==> src/rtl/div_pkg.sv <==
// Shared types and sizing for the 16/8 sequential restoring divider.
package div_pkg;

    localparam int W     = 8;
    localparam int CNT_W = 4;

    typedef enum logic [1:0] {
        IDLE    = 2'b00,
        LOAD    = 2'b01,
        CALC    = 2'b10,
        DONE_ST = 2'b11
    } state_t;

endpackage

==> src/rtl/divider16by8_fd.sv <==
// Datapath for the restoring divider: operand, partial remainder, shift and result registers.
// DIV_OVF_CHECK_EN enables overflow / divide-by-zero detection at load time.
module divider16by8_fd
    import div_pkg::*;
(
    input  logic           clk,
    input  logic           rst_n,
    input  logic           i_load,
    input  logic           i_iter,
    input  logic           i_commit,
    input  logic [2*W-1:0] i_x,
    input  logic [W-1:0]   i_y,
    output logic           o_ovf,
    output logic [W-1:0]   o_quotient,
    output logic [W-1:0]   o_remainder
);

    logic [W-1:0] r_y;
    logic [W:0]   r_p;
    logic [W-1:0] r_s;
    logic [W-1:0] r_qr;
    logic [W-1:0] r_quot;
    logic [W-1:0] r_rem;
    logic         r_ovf;

    logic [W:0]   w_shift;
    logic [W+1:0] w_t;
    logic         w_ge;
    logic [W:0]   w_p_nxt;
    logic [W-1:0] w_q_nxt;
    logic         w_ovf_det;

    // Extra top bit keeps the borrow separate from the 9-bit shifted value.
    assign w_shift = {r_p[W-1:0], r_s[W-1]};
    assign w_t     = {1'b0, w_shift} - {2'b00, r_y};
    assign w_ge    = ~w_t[W+1];
    assign w_p_nxt = w_ge ? w_t[W:0] : w_shift;
    assign w_q_nxt = {r_qr[W-2:0], w_ge};

`ifdef DIV_OVF_CHECK_EN
    assign w_ovf_det = (i_x[2*W-1:W] >= i_y);
`else
    assign w_ovf_det = 1'b0;
`endif

    always_ff @(posedge clk or negedge rst_n) begin
        if (!rst_n) begin
            r_y    <= '0;
            r_p    <= '0;
            r_s    <= '0;
            r_qr   <= '0;
            r_quot <= '0;
            r_rem  <= '0;
            r_ovf  <= 1'b0;
        end else begin
            if (i_load) begin
                r_y   <= i_y;
                r_p   <= {1'b0, i_x[2*W-1:W]};
                r_s   <= i_x[W-1:0];
                r_qr  <= '0;
                r_ovf <= w_ovf_det;
            end
            if (i_iter) begin
                r_p  <= w_p_nxt;
                r_s  <= {r_s[W-2:0], 1'b0};
                r_qr <= w_q_nxt;
            end
            if (i_commit) begin
                if (r_ovf) begin
                    r_quot <= '1;
                    r_rem  <= '0;
                end else begin
                    r_quot <= w_q_nxt;
                    r_rem  <= w_p_nxt[W-1:0];
                end
            end
        end
    end

    assign o_ovf       = r_ovf;
    assign o_quotient  = r_quot;
    assign o_remainder = r_rem;

endmodule

==> src/rtl/divider16by8_seq.sv <==
// Sequential 16/8 restoring divider: control FSM driving the divider16by8_fd datapath.
// Build with DIV_OVF_CHECK_EN to flag overflow / divide-by-zero via ERR.
module divider16by8_seq
    import div_pkg::*;
(
    input  logic           CLK,
    input  logic           RESET_N,
    input  logic           start,
    input  logic [2*W-1:0] x,
    input  logic [W-1:0]   y,
    output logic [W-1:0]   quotient,
    output logic [W-1:0]   remainder,
    output logic           BUSY,
    output logic           DONE,
    output logic           ERR
);

    state_t           r_state;
    state_t           w_state_nxt;
    logic [CNT_W-1:0] r_cnt;
    logic             w_load;
    logic             w_iter;
    logic             w_commit;
    logic             w_ovf;
    logic             w_last;

    assign w_last   = (r_cnt == CNT_W'(W-1));
    assign w_load   = (r_state == LOAD);
    // An overflowing operation spends a single CALC cycle committing the saturated result.
    assign w_iter   = (r_state == CALC) && !w_ovf;
    assign w_commit = (r_state == CALC) && (w_ovf || w_last);

    always_comb begin
        w_state_nxt = r_state;
        case (r_state)
            IDLE:    if (start) w_state_nxt = LOAD;
            LOAD:    w_state_nxt = CALC;
            CALC:    if (w_commit) w_state_nxt = DONE_ST;
            DONE_ST: w_state_nxt = IDLE;
            default: w_state_nxt = IDLE;
        endcase
    end

    always_ff @(posedge CLK or negedge RESET_N) begin
        if (!RESET_N) begin
            r_state <= IDLE;
            r_cnt   <= '0;
        end else begin
            r_state <= w_state_nxt;
            if (w_load)
                r_cnt <= '0;
            else if (w_iter)
                r_cnt <= r_cnt + 1'b1;
        end
    end

    divider16by8_fd u_fd (
        .clk         (CLK),
        .rst_n       (RESET_N),
        .i_load      (w_load),
        .i_iter      (w_iter),
        .i_commit    (w_commit),
        .i_x         (x),
        .i_y         (y),
        .o_ovf       (w_ovf),
        .o_quotient  (quotient),
        .o_remainder (remainder)
    );

    assign BUSY = (r_state != IDLE);
    assign DONE = (r_state == DONE_ST);
    assign ERR  = DONE && w_ovf;

endmodule

==> config.mk <==
export PLATFORM = sky130hd
export DESIGN_NAME = divider16by8_seq
export DESIGN_NICKNAME = d
export VERILOG_FILES = /design/src/rtl/div_pkg.sv /design/src/rtl/divider16by8_fd.sv /design/src/rtl/divider16by8_seq.sv
export SDC_FILE = /design/constraint.sdc
export NUM_CORES = 1
export LEC_CHECK = 0
export BUFFER_PORTS_ARGS = -buffer_cell sky130_fd_sc_hd__buf_2
export CORE_ASPECT_RATIO = 0.75
export CORE_UTILIZATION = 56
export DETAILED_ROUTE_END_ITERATION = 16
export PLACE_DENSITY = 0.79
export SETUP_SLACK_MARGIN = 0.02
export SYNTH_ARGS = -nofsm -noshare
export SYNTH_HDL_FRONTEND = slang
export SYNTH_SLANG_ARGS = --single-unit
==> constraint.sdc <==
create_clock -name CLK -period 2.3 [get_ports CLK]
set_clock_uncertainty 0.1 [all_clocks]
set_input_delay 0.23 -clock CLK [delete_from_list [all_inputs] [get_ports CLK]]
set_output_delay 0.23 -clock CLK [all_outputs]
set_load 0.005 [all_outputs]
==> run_results.csv <==
group,metric,value,unit
drt,vias,2244,
timing,relSlewSlack,0.635,
min_path,hp-class,"input port to register",
clock_network,clk_pin_slew_worst_paths,0.09,ns
power_and_ir_drop,power,0.00531,W
yosys,synth_top_area_share,0.479,
drt,drcViolationCount,0,
yosys,synth_edf_count,0,
timing,timing.setup.tns,0,ns
global_routing,gr-total-overflow,0,
timing,fin_crit,2.17,ns
global_routing,grt_usage,0.236,
placed_design,io_buffers,44,
timing,hold_viol,0,
clock_network,cts_root_buffer,"clkbuf_8",
placed_design,hpwl,4370,um
flow_run,maxCapViolCount,0,
outcome,status,"finished, final reports clean",
floorplanning,die-width,83.2,um
drt,drt_first_pass_iters,4,
global_routing,grt_pass1_vias,2089,
setup_path,cp-start-kind,"register",
setup_path,crit_required,2.44,ns
cells_and_area,drive_above_1_share,0.214,
yosys,syn-num-nets,341,
timing,worst_slew_pin_slew,0.548,ns
global_routing,grt_max_degree,32,
yosys,yosysWarnings,0,
yosys,ys_types,41,
yosys,synth_area,0.00277,sq mm
yosys,synth_ff_type,"dfrtp_1",
drt,detail_route.wl_per_cell,14.0,um
drt,wirelength,5710,um
setup_path,crit_start,"u_fd.r_s[7]",
setup_path,critPathKind,"register to register",
clock_network,cts_sinks,53,
global_routing,grt_pass1_wl,9760,um
cells_and_area,nNetsFinal,392,
global_routing,grt_antenna_before_repair,0,
floorplanning,floorplan.initialDensity,0.602,
setup_path,arrival,2.31,ns
floorplanning,row_count,21,
floorplanning,core,0.00460,sq mm
power_and_ir_drop,ir_drop,0.000875,V
drt,drt-initial-drc-count,90,
yosys,syn_inst,299,
placed_design,place_congestion,0.836,
yosys,ys_seq_elements,53,
drt,postRouteAntennaNets,0,
timing,finalSetupViolCount,0,
cells_and_area,syn2layout_area_growth,15.9,%
cells_and_area,num_antenna_cells,0,
setup_path,r2r-start,"u_fd.r_s[7]",
min_path,worstHoldStart,"y[7]",
setup_path,cp-end-kind,"register",
yosys,ys_seq_area_frac,0.479,
clock_network,clk_latency,0.31,ns
floorplanning,fp.dieH,62.9,um
yosys,ys_async_sr_fraction,1.00,
timing,rsz0062_at_grt,"false",
yosys,synth_top_area_cell,"dfrtp_1",
yosys,syn_avg_cell_area,9.26,sq um
timing,timing.final.crit_share,0.942,
cells_and_area,nFillCells,388,
drt,viasPerCell,5.50,
timing,slew_viol_final,0,
clock_network,cts_buffer_depth,2,
clock_network,cts_buffers,5,
floorplanning,pin_count,46,
yosys,netlist_top_cells_area,"dfrtp_1 48%, o21ai_0 8.9%, ha_1 6.3%, inv_1 4.5%, nand2_1 4.2%",
power_and_ir_drop,p_leak,1.55,nW
timing,fmax,462,MHz
clock_network,tritoncts,"yes",
clock_network,htreeDepth,2,
floorplanning,die_area,0.00523,sq mm
power_and_ir_drop,power_density,1660,mW/mm^2
setup_path,critical_path_peak_fanout,3,
## report_power, final
group / switching, W / internal [W]
logic: 0.00191 / 0.00134
registers: 0.000243 / 0.00131
clock network: 0.000296 / 0.000215
total: 0.00245 / 0.00287
## per-layer routing
metal	GRT usage	wire (um)
met5	0	0
met1	0.351	2910
met4	0.0453	53
met3	0.0634	320
met2	0.348	2440
## worst max-delay path: stages (launching register included)
cell and delay [ns]:
dfrtp_1 0.38, inv_1 0.05, ha_1 0.21, fa_1 0.40
nand2b_4 0.17, a2111o_1 0.37, o311ai_1 0.11, mux2i_1 0.16
o21ai_1 0.15
## cells in the final DEF (no fill, tap or decap), types with 2 or more instances in the layout
master	count
dfrtp_1	53
o21ai_0	48
buf_2	44
inv_1	33
nand2_1	31
a21oi_1	16
nor2_1	16
buf_4	16
ha_1	13
nand3_1	11
mux2i_1	10
o21ai_1	8
clkbuf_8	5
nand2b_1	3
o22ai_1	3
nand3b_1	3
xor2_1	3
nor3b_1	3
o221ai_1	2
mux2_2	2
nor2b_1	2
a211oi_1	2
clkinvlp_4	2
## Yosys cell counts (all sizes together), types with 2 or more instances
library cell and n:
nor2 16, buf 5, nand3 11, o21ai 56, nand3b 3, nor2b 2, clkbuf 12, nand2b 4
a21oi 17, o22ai 3, mux2i 10, dfrtp 53, nand4 2, a211oi 2, nor3b 3, inv 33
o221ai 2, nand2 31, ha 14, mux2 2, xor2 3
## cell type report
type / instances / area (sq um) / area share
sequential: 53 / 1330 / 0.413
clock buffer: 6 / 72.6 / 0.0226
tap: 57 / 71.3 / 0.0222
inverter: 33 / 124 / 0.0386
timing repair buffer: 61 / 350 / 0.109
clock inverter: 2 / 15.0 / 0.00468
multi-input combinational: 196 / 1250 / 0.389
## cells by family after synthesis
| kind of cell | synth area share |
|---|---|
| other | 0.00135 |
| XOR/XNOR | 0.0127 |
| flip-flops | 0.479 |
| buffers and inverters | 0.0746 |
| AO/OA/AOI/OAI | 0.195 |
| multiplexers | 0.0443 |
| adder cells (fa/ha/maj) | 0.0705 |
| AND/OR/NAND/NOR | 0.122 |
## state kept, by name, summed over array words and instances, names as in the netlist
signal and count:
u_fd.o_quotient 8, u_fd.r_qr 7, u_fd.r_y 8, u_fd.r_p 8, r_cnt 4, u_fd.o_remainder 8
u_fd.r_s 8, r_state 2
## path summary, 6_finish.rpt
kind / to / cells past startpoint / slack, ns
max in group asynchronous: r_state[0] / 3 / 1.18
hold reg to reg: u_fd.o_remainder[2] / 2 / 0.38
setup reg to reg: u_fd.o_remainder[6] / 8 / 0.13
min in group asynchronous: u_fd.o_quotient[0] / 2 / 0.30
hold / removal: u_fd.r_y[7] / 3 / 0.03
setup / recovery: u_fd.o_remainder[6] / 8 / 0.13
## per-stage QoR
stage	std cells	util	instance area (sq um)	worst slack [ns]	hold WS, ns
4_1_cts	407	0.694	3190	0.0490	0.0270
6_report	408	0.698	3210	0.134	0.0275
2_1_floorplan	299	-	2770	0.256	-0.166
5_1_grt	408	0.698	3210	0.00481	0.0270
3_3_place_gp	398	0.672	3090	0.101	0.120
3_5_place_dp	398	0.672	3090	0.0391	0.113
## timing repair
action                                  in CTS  in global routing
hold endpoints to repair                    21                  0
endpoints found under the setup margin       2                  4
setup buffers                                0                  1
hold buffers                                 1                  0
resized for setup                            1                  4
Note: power is estimated with default switching activity, not from simulation.
